`src/rtl/ex_stage_pkg.sv`:
```
// Shared widths, operation codes and divider state encoding for the execute stage.
package ex_stage_pkg;

   localparam int ALUOP_W   = 8;
   localparam int ALUSEL_W  = 3;
   localparam int REGADDR_W = 5;

   // Result classes (ex_alusel)
   localparam logic [ALUSEL_W-1:0] EXE_RES_NOP   = 3'd0;
   localparam logic [ALUSEL_W-1:0] EXE_RES_LOGIC = 3'd1;
   localparam logic [ALUSEL_W-1:0] EXE_RES_SHIFT = 3'd2;
   localparam logic [ALUSEL_W-1:0] EXE_RES_ARITH = 3'd3;
   localparam logic [ALUSEL_W-1:0] EXE_RES_JUMP  = 3'd4;
   localparam logic [ALUSEL_W-1:0] EXE_RES_LOAD  = 3'd5;
   localparam logic [ALUSEL_W-1:0] EXE_RES_STORE = 3'd6;
   localparam logic [ALUSEL_W-1:0] EXE_RES_DIV   = 3'd7;

   // Operations (ex_aluop)
   localparam logic [ALUOP_W-1:0] EXE_NOP_OP  = 8'h00;
   localparam logic [ALUOP_W-1:0] EXE_AND_OP  = 8'h01;
   localparam logic [ALUOP_W-1:0] EXE_OR_OP   = 8'h02;
   localparam logic [ALUOP_W-1:0] EXE_XOR_OP  = 8'h03;
   localparam logic [ALUOP_W-1:0] EXE_SLL_OP  = 8'h04;
   localparam logic [ALUOP_W-1:0] EXE_SRL_OP  = 8'h05;
   localparam logic [ALUOP_W-1:0] EXE_SRA_OP  = 8'h06;
   localparam logic [ALUOP_W-1:0] EXE_ADD_OP  = 8'h07;
   localparam logic [ALUOP_W-1:0] EXE_SUB_OP  = 8'h08;
   localparam logic [ALUOP_W-1:0] EXE_SLT_OP  = 8'h09;
   localparam logic [ALUOP_W-1:0] EXE_SLTU_OP = 8'h0a;
   localparam logic [ALUOP_W-1:0] EXE_DIV_OP  = 8'h10;
   localparam logic [ALUOP_W-1:0] EXE_DIVU_OP = 8'h11;
   localparam logic [ALUOP_W-1:0] EXE_REM_OP  = 8'h12;
   localparam logic [ALUOP_W-1:0] EXE_REMU_OP = 8'h13;

   typedef enum logic [1:0] {
      DIV_IDLE = 2'd0,
      DIV_BUSY = 2'd1,
      DIV_DONE = 2'd2
   } div_state_e;

   function automatic logic is_div_op(input logic [ALUOP_W-1:0] op);
      return (op == EXE_DIV_OP) || (op == EXE_DIVU_OP) ||
             (op == EXE_REM_OP) || (op == EXE_REMU_OP);
   endfunction

   function automatic logic is_signed_div(input logic [ALUOP_W-1:0] op);
      return (op == EXE_DIV_OP) || (op == EXE_REM_OP);
   endfunction

   function automatic logic is_rem_op(input logic [ALUOP_W-1:0] op);
      return (op == EXE_REM_OP) || (op == EXE_REMU_OP);
   endfunction

endpackage

```
`src/rtl/ex_stage_div.sv`:
```
// Iterative radix-2 restoring divider: IDLE/BUSY/DONE FSM over operand magnitudes,
// with sign correction of quotient and remainder applied on the DONE outputs.
module div_iter
   import ex_stage_pkg::*;
#(
   parameter int XLEN = 32
) (
   input  logic            clk,
   input  logic            rst,
   input  logic            start,
   input  logic            signed_op,
   input  logic [XLEN-1:0] dividend,
   input  logic [XLEN-1:0] divisor,
   input  logic            abort,
   input  logic            hold,
   output logic            busy,
   output logic            done,
   output logic [XLEN-1:0] quotient,
   output logic [XLEN-1:0] remainder
);

   localparam int CW = $clog2(XLEN);

   div_state_e      state_q, state_d;
   logic [CW-1:0]   cnt_q, cnt_d;
   logic [XLEN-1:0] quo_q, quo_d;
   logic [XLEN-1:0] rem_q, rem_d;
   logic [XLEN-1:0] dvs_q, dvs_d;
   logic            neg_quo_q, neg_quo_d;
   logic            neg_rem_q, neg_rem_d;

   logic [XLEN:0]   trial;
   logic [XLEN:0]   diff;

   // quo_q starts as the dividend magnitude and fills with quotient bits from the LSB
   assign trial = {rem_q, quo_q[XLEN-1]};
   assign diff  = trial - {1'b0, dvs_q};

   always_comb begin
      state_d   = state_q;
      cnt_d     = cnt_q;
      quo_d     = quo_q;
      rem_d     = rem_q;
      dvs_d     = dvs_q;
      neg_quo_d = neg_quo_q;
      neg_rem_d = neg_rem_q;
      case (state_q)
         DIV_IDLE: begin
            if (start) begin
               state_d   = DIV_BUSY;
               cnt_d     = '0;
               rem_d     = '0;
               quo_d     = (signed_op && dividend[XLEN-1]) ? -dividend : dividend;
               dvs_d     = (signed_op && divisor[XLEN-1])  ? -divisor  : divisor;
               neg_quo_d = signed_op && (dividend[XLEN-1] ^ divisor[XLEN-1]);
               neg_rem_d = signed_op && dividend[XLEN-1];
            end
         end
         DIV_BUSY: begin
            if (diff[XLEN]) begin
               rem_d = trial[XLEN-1:0];
               quo_d = {quo_q[XLEN-2:0], 1'b0};
            end else begin
               rem_d = diff[XLEN-1:0];
               quo_d = {quo_q[XLEN-2:0], 1'b1};
            end
            cnt_d = cnt_q + 1'b1;
            if (cnt_q == CW'(XLEN-1)) state_d = DIV_DONE;
         end
         DIV_DONE: begin
            if (!hold) state_d = DIV_IDLE;
         end
         default: state_d = DIV_IDLE;
      endcase
      if (abort) begin
         state_d = DIV_IDLE;
         cnt_d   = '0;
      end
   end

   always_ff @(posedge clk) begin
      if (rst) begin
         state_q   <= DIV_IDLE;
         cnt_q     <= '0;
         quo_q     <= '0;
         rem_q     <= '0;
         dvs_q     <= '0;
         neg_quo_q <= 1'b0;
         neg_rem_q <= 1'b0;
      end else begin
         state_q   <= state_d;
         cnt_q     <= cnt_d;
         quo_q     <= quo_d;
         rem_q     <= rem_d;
         dvs_q     <= dvs_d;
         neg_quo_q <= neg_quo_d;
         neg_rem_q <= neg_rem_d;
      end
   end

   assign busy      = (state_q == DIV_BUSY);
   assign done      = (state_q == DIV_DONE);
   assign quotient  = neg_quo_q ? -quo_q : quo_q;
   assign remainder = neg_rem_q ? -rem_q : rem_q;

endmodule

```
`src/rtl/ex_stage.sv`:
```
// Execute stage: combinational ALU, load/store address adder, divide special-case
// resolution and the stall/write-enable logic around the iterative divider.
module ex_stage
   import ex_stage_pkg::*;
#(
   parameter int XLEN = 32
) (
   input  logic                 clk,
   input  logic                 rst,
   input  logic                 stall_hold,
   input  logic                 flush,
   input  logic [ALUOP_W-1:0]   ex_aluop,
   input  logic [ALUSEL_W-1:0]  ex_alusel,
   input  logic [XLEN-1:0]      ex_opv1,
   input  logic [XLEN-1:0]      ex_opv2,
   input  logic [REGADDR_W-1:0] ex_reg_waddr,
   input  logic                 ex_we,
   input  logic [XLEN-1:0]      ex_link_addr,
   input  logic [XLEN-1:0]      ex_mem_offset,
   output logic [XLEN-1:0]      wb_wdata,
   output logic [REGADDR_W-1:0] wb_waddr,
   output logic                 wb_we,
   output logic [ALUOP_W-1:0]   mem_aluop,
   output logic [XLEN-1:0]      mem_addr,
   output logic [XLEN-1:0]      mem_sdata,
   output logic                 stall_req,
   output logic                 div_busy
);

   localparam int SHW = $clog2(XLEN);

   logic [SHW-1:0]  shamt;
   logic            is_div, div_signed, div_rem;
   logic            div_by_zero, div_ovf, div_special, div_start;
   logic            dv_busy, dv_done;
   logic [XLEN-1:0] dv_quo, dv_rem;
   logic [XLEN-1:0] spec_quo, spec_rem, div_res, alu_res;

   assign shamt       = ex_opv2[SHW-1:0];
   assign is_div      = (ex_alusel == EXE_RES_DIV) && is_div_op(ex_aluop);
   assign div_signed  = is_signed_div(ex_aluop);
   assign div_rem     = is_rem_op(ex_aluop);
   assign div_by_zero = (ex_opv2 == '0);
   assign div_ovf     = div_signed && (ex_opv1 == {1'b1, {(XLEN-1){1'b0}}}) && (&ex_opv2);
   assign div_special = div_by_zero || div_ovf;

   // Overflow quotient equals the dividend (most negative value); remainder is 0
   assign spec_quo = div_by_zero ? '1 : ex_opv1;
   assign spec_rem = div_by_zero ? ex_opv1 : '0;

   assign div_start = is_div && !div_special && !flush;

   div_iter #(.XLEN(XLEN)) u_div (
      .clk       (clk),
      .rst       (rst),
      .start     (div_start),
      .signed_op (div_signed),
      .dividend  (ex_opv1),
      .divisor   (ex_opv2),
      .abort     (flush),
      .hold      (stall_hold),
      .busy      (dv_busy),
      .done      (dv_done),
      .quotient  (dv_quo),
      .remainder (dv_rem)
   );

   assign div_busy  = dv_busy || dv_done;
   assign stall_req = !rst && !flush && (dv_busy || (!div_busy && div_start));

   always_comb begin
      div_res = '0;
      if (dv_done)
         div_res = div_rem ? dv_rem : dv_quo;
      else if (!div_busy && is_div && div_special)
         div_res = div_rem ? spec_rem : spec_quo;
   end

   always_comb begin
      alu_res = '0;
      case (ex_alusel)
         EXE_RES_LOGIC: begin
            case (ex_aluop)
               EXE_AND_OP: alu_res = ex_opv1 & ex_opv2;
               EXE_OR_OP:  alu_res = ex_opv1 | ex_opv2;
               EXE_XOR_OP: alu_res = ex_opv1 ^ ex_opv2;
               default:    alu_res = '0;
            endcase
         end
         EXE_RES_SHIFT: begin
            case (ex_aluop)
               EXE_SLL_OP: alu_res = ex_opv1 << shamt;
               EXE_SRL_OP: alu_res = ex_opv1 >> shamt;
               EXE_SRA_OP: alu_res = $unsigned($signed(ex_opv1) >>> shamt);
               default:    alu_res = '0;
            endcase
         end
         EXE_RES_ARITH: begin
            case (ex_aluop)
               EXE_ADD_OP:  alu_res = ex_opv1 + ex_opv2;
               EXE_SUB_OP:  alu_res = ex_opv1 - ex_opv2;
               EXE_SLT_OP:  alu_res = {{(XLEN-1){1'b0}}, ($signed(ex_opv1) < $signed(ex_opv2))};
               EXE_SLTU_OP: alu_res = {{(XLEN-1){1'b0}}, (ex_opv1 < ex_opv2)};
               default:     alu_res = '0;
            endcase
         end
         EXE_RES_JUMP: alu_res = ex_link_addr;
         EXE_RES_DIV:  alu_res = div_res;
         default:      alu_res = '0;
      endcase
   end

   assign wb_wdata  = alu_res;
   assign wb_waddr  = ex_reg_waddr;
   assign wb_we     = ex_we && !stall_req && !flush;
   assign mem_aluop = ex_aluop;
   assign mem_addr  = ex_opv1 + ex_mem_offset;
   assign mem_sdata = ex_opv2;

endmodule

```
`config.mk`:
```
export PLATFORM = sky130hd
export DESIGN_NAME = ex_stage
export DESIGN_NICKNAME = d
export VERILOG_FILES = /design/src/rtl/ex_stage_pkg.sv /design/src/rtl/ex_stage_div.sv /design/src/rtl/ex_stage.sv
export SDC_FILE = /design/constraint.sdc
export NUM_CORES = 1
export LEC_CHECK = 0
export ABC_AREA = 1
export CELL_PAD_IN_SITES_DETAIL_PLACEMENT = 1
export CELL_PAD_IN_SITES_GLOBAL_PLACEMENT = 2
export CORE_ASPECT_RATIO = 0.5
export CORE_MARGIN = 5
export CORE_UTILIZATION = 29
export CTS_CLUSTER_SIZE = 30
export DETAILED_ROUTE_END_ITERATION = 12
export GPL_TIMING_DRIVEN = 0
export PLACE_DENSITY = 0.91
export SLEW_MARGIN = 40
export SYNTH_ARGS = -nofsm -noshare
export SYNTH_HDL_FRONTEND = slang
export SYNTH_SLANG_ARGS = --single-unit
```
`constraint.sdc`:
```
create_clock -name clk -period 3.47 [get_ports clk]
set_input_delay 0.347 -clock clk [delete_from_list [all_inputs] [get_ports clk]]
set_output_delay 0.347 -clock clk [all_outputs]
set_load 0.01 [all_outputs]
```
==> impl_metrics.csv <==
group,metric,value,unit
status,outcome,"finished with violations",
status,violations,"setup timing",
global_route,grt_pass1_wl,260000,um
routing,vias_per_cell,5.76,
timing,clock.fmax,283,MHz
timing,hold_slack,0.424,ns
timing,slew_violations,0,
die,die_height,216,um
clock_network,cts_buffers,9,
routing,dr_wl_met3,16900,um
layout,drive_above_1_share,14.7,%
clock_network,cts_tree,"yes",
clock_network,clock_latency,0.38,ns
synthesis,synth.distinct_cells,53,
clock_network,htree_levels,3,
synthesis,syn_inst,4798,
power,intPower,2.88,mW
synthesis,yosysTopAreaCell,"nand2_1",
timing,post-route-period-util,102,%
timing,setup_slack,-0.0633,ns
power,combinationalPowerShare,60.5,%
die,die_x,421,um
clock_network,hold_buffers,0,
power,finalPower,5.78,mW
placed_design,portBuffers,254,
timing,worstMarginPinSlew,0.942,ns
worst_setup_path,rrSetupSlack,0.24,ns
hold_path,hold-path-cell-count,4,
layout,layout.nets,5471,
global_route,grt_pass1_vias,34564,
routing,met2_length,78300,um
routing,firstDrtPassIters,6,
placed_design,dp_slack,-2.62,ns
global_route,overflow,0,
synthesis,synth_most_common_cell,"nand2_1",
routing,ant_nets,0,
worst_setup_path,reg2reg_from,"u_div.quo_q[31]",
worst_setup_path,cp_data_required_time,3.12,ns
synthesis,yosysSeqAreaShare,8.57,%
clock_network,ctsRootBufferMaster,"clkbuf_16",
worst_setup_path,critPathCapture,"wb_wdata[6]",
timing,rsz0062_at_grt,"yes",
timing,relSlewSlack,37.2,%
power,ir_drop,0.201,mV
worst_setup_path,critPathLaunch,"ex_opv1[2]",
routing,wl_per_cell,29.9,um
global_route,grt_start_max_net_pins,21,
power,power_switching,2.90,mW
timing,tns,-0.241,ns
die,ioPinCount,261,
clock_network,clk_path_buf_depth,2,
synthesis,synth_top_cells_by_count,"nand2_1, nand3_1, inv_1",
synthesis,ys_async_sr_fraction,0,%
synthesis,netlist.area_leader.share,26.1,%
power,power_density,182,nW/um^2
layout,area_growth,29.7,%
power,p_sw_share,50.1,%
global_route,track_usage,39.2,%
power,p_seq_share,20.8,%
die,die_area,90800,sq um
placed_design,hpwl,154000,um
worst_setup_path,critPathKind,"input pin to output pin",
routing,highest_layer,"met5",
timing,finalHoldViolCount,0,
flow_run,maxCapViolCount,0,
routing,wl_met1,82700,um
synthesis,synth_area_leaders,"nand2_1, nand3_1, ha_1, dfxtp_1, inv_1",
synthesis,synth_nets,5125,
worst_setup_path,cp-end-kind,"output pin",
layout,nFillCells,11522,
timing,finalSetupViolCount,7,
timing,period_minus_slack,3.53,ns
routing,drt_iter0_markers,4044,
hold_path,min_path_type,"input pin to flip-flop",
synthesis,synth-edff-count,0,
timing,clock_skew,0.00958,ns
synthesis,synth_area_per_cell,5.11,sq um
global_route,antenna_found_initial,16,
worst_setup_path,slowest_stage,"ha_4",
die,coreArea,83800,sq um
placed_design,place.gp.congestion,1.10,
clock_network,cts.clk_slew.worst_paths,0.08,ns
worst_setup_path,start_kind,"input pin",
synthesis,synth_warnings,0,
synthesis,synthesis.area,24500,sq um
power,clkPwrFrac,18.6,%
worst_setup_path,critical_path.cell_chain,"buf_6 -> clkinvlp_4 -> ha_4 -> clkinvlp_4 -> nand2_2 -> nand3_2 -> nand3_1 -> nand2_2 -> a21oi_1 -> o21ai_0 -> nand2_1 -> nand2_1 -> nand4_1 -> dlygate4sd2_1",
clock_network,clock_sinks,105,
worst_setup_path,r2r_cells,19,
synthesis,synthFlopType,"dfxtp_1",
routing,vias,36118,
worst_setup_path,cp_max_fo,9,
routing,routed_wl,187000,um
worst_setup_path,slowest_delay,0.43,ns
worst_setup_path,rr_endpoint,"u_div.quo_q[0]",
power,total_leakage_power,15.0,nW
die,placementRows,75,
worst_setup_path,cp.arrival,3.19,ns
die,start_util,29.3,%
routing,drc_errors,0,
synthesis,yosys_register_bits,105,
critical path: cells and delay by family:
family / cells / cell delay, ns
AOI/OAI and AO/OA: 2 / 0.29
adders and majority gates: 1 / 0.43
buffers and inverters: 4 / 1.04
and+or+nand+nor: 7 / 1.04
sequential cells by signal, summed over array words and instances (netlist names):
register and flops:
u_div.state_q 2, u_div.rem_q 32, u_div.cnt_q 5, u_div.dvs_q 32
u_div.neg_rem_q 1, u_div.neg_quo_q 1, u_div.quo_q 32
routing by layer:
metal / up-vias / global-route usage, %
met1: 17752 / 54.0
li1: 16257 / -
met4: 8 / 17.0
met3: 366 / 7.35
met2: 1735 / 59.6
met5: - / 0
timing repair:
action,4_1_cts,5_1_grt
resized for setup,746,234
gates cloned,0,1
endpoints found under the setup margin,165,61
hold endpoints to repair,0,0
buffers inserted,72,32
pin swaps,57,48
worst min path at each step:
stage	startpoint	end	slack (ns)
after floorplan	u_div.dvs_q[10]	u_div.dvs_q[10]	0.44
after global placement	u_div.dvs_q[6]	u_div.dvs_q[6]	0.45
after detailed placement	u_div.dvs_q[19]	u_div.dvs_q[19]	0.46
after CTS	ex_opv1[0]	u_div.quo_q[0]	0.42
after global routing	ex_opv2[27]	u_div.dvs_q[27]	0.46
final	ex_opv2[25]	u_div.dvs_q[25]	0.42
per-stage QoR:
step	utilization (%)	instance area, sq um	instances
final	37.9	31800	6272
after global routing	37.9	31800	6265
after CTS	37.0	31000	6232
after detailed placement	33.8	28300	6168
after global placement	34.0	28500	6168
after floorplan	-	24500	4798
power by group through the flow:
stage	Clock (mW)	Combinational [mW]	Sequential [mW]
floorplan	0	1.44	1.23
global placement	0	2.94	1.23
detailed placement	0	2.94	1.23
CTS	1.09	3.27	1.20
global route	1.15	3.63	1.21
finish	1.08	3.50	1.20
cells by family after synthesis:
kind of cell | count (synthesis) | synth area share [%]
fa+ha+maj | 178 | 9.21
simple gates | 2863 | 48.9
buf+inv | 799 | 13.3
flops | 105 | 8.57
xor+xnor | 87 | 3.11
compound gates | 764 | 16.9
mux | 2 | 0.0817
cell type report:
class	instances	area (sq um)	area share (%)
antenna	7	17.5	0.0551
buffer	204	1440	4.53
clock buffer	10	239	0.752
clock inverter	6	62.6	0.197
inverter	571	2310	7.28
multi-input combinational	3894	21000	66.1
sequential	105	2100	6.61
tap	1116	1400	4.39
timing repair buffer	359	3210	10.1
placed cells by master (no fill, tap or decap), types with 31 or more instances in the layout:
cell type / netlist / final
buf_4: 45 / 163
o21ai_1: 6 / 40
nand2_1: 1707 / 1631
a21oi_2: 2 / 43
inv_1: 554 / 496
clkbuf_1: 118 / 46
nand2_2: 1 / 64
xor2_1: 72 / 72
nor3_1: 55 / 45
buf_6: 5 / 31
ha_1: 174 / 138
nor2_1: 369 / 327
nand3_1: 598 / 549
a21oi_1: 342 / 286
nor2_2: 11 / 34
clkinvlp_4: 0 / 34
dfxtp_1: 105 / 104
clkdlybuf4s50_1: 0 / 157
buf_2: 38 / 51
nand4_1: 63 / 63
o21ai_0: 291 / 235
(Power assumes the default switching activity.)
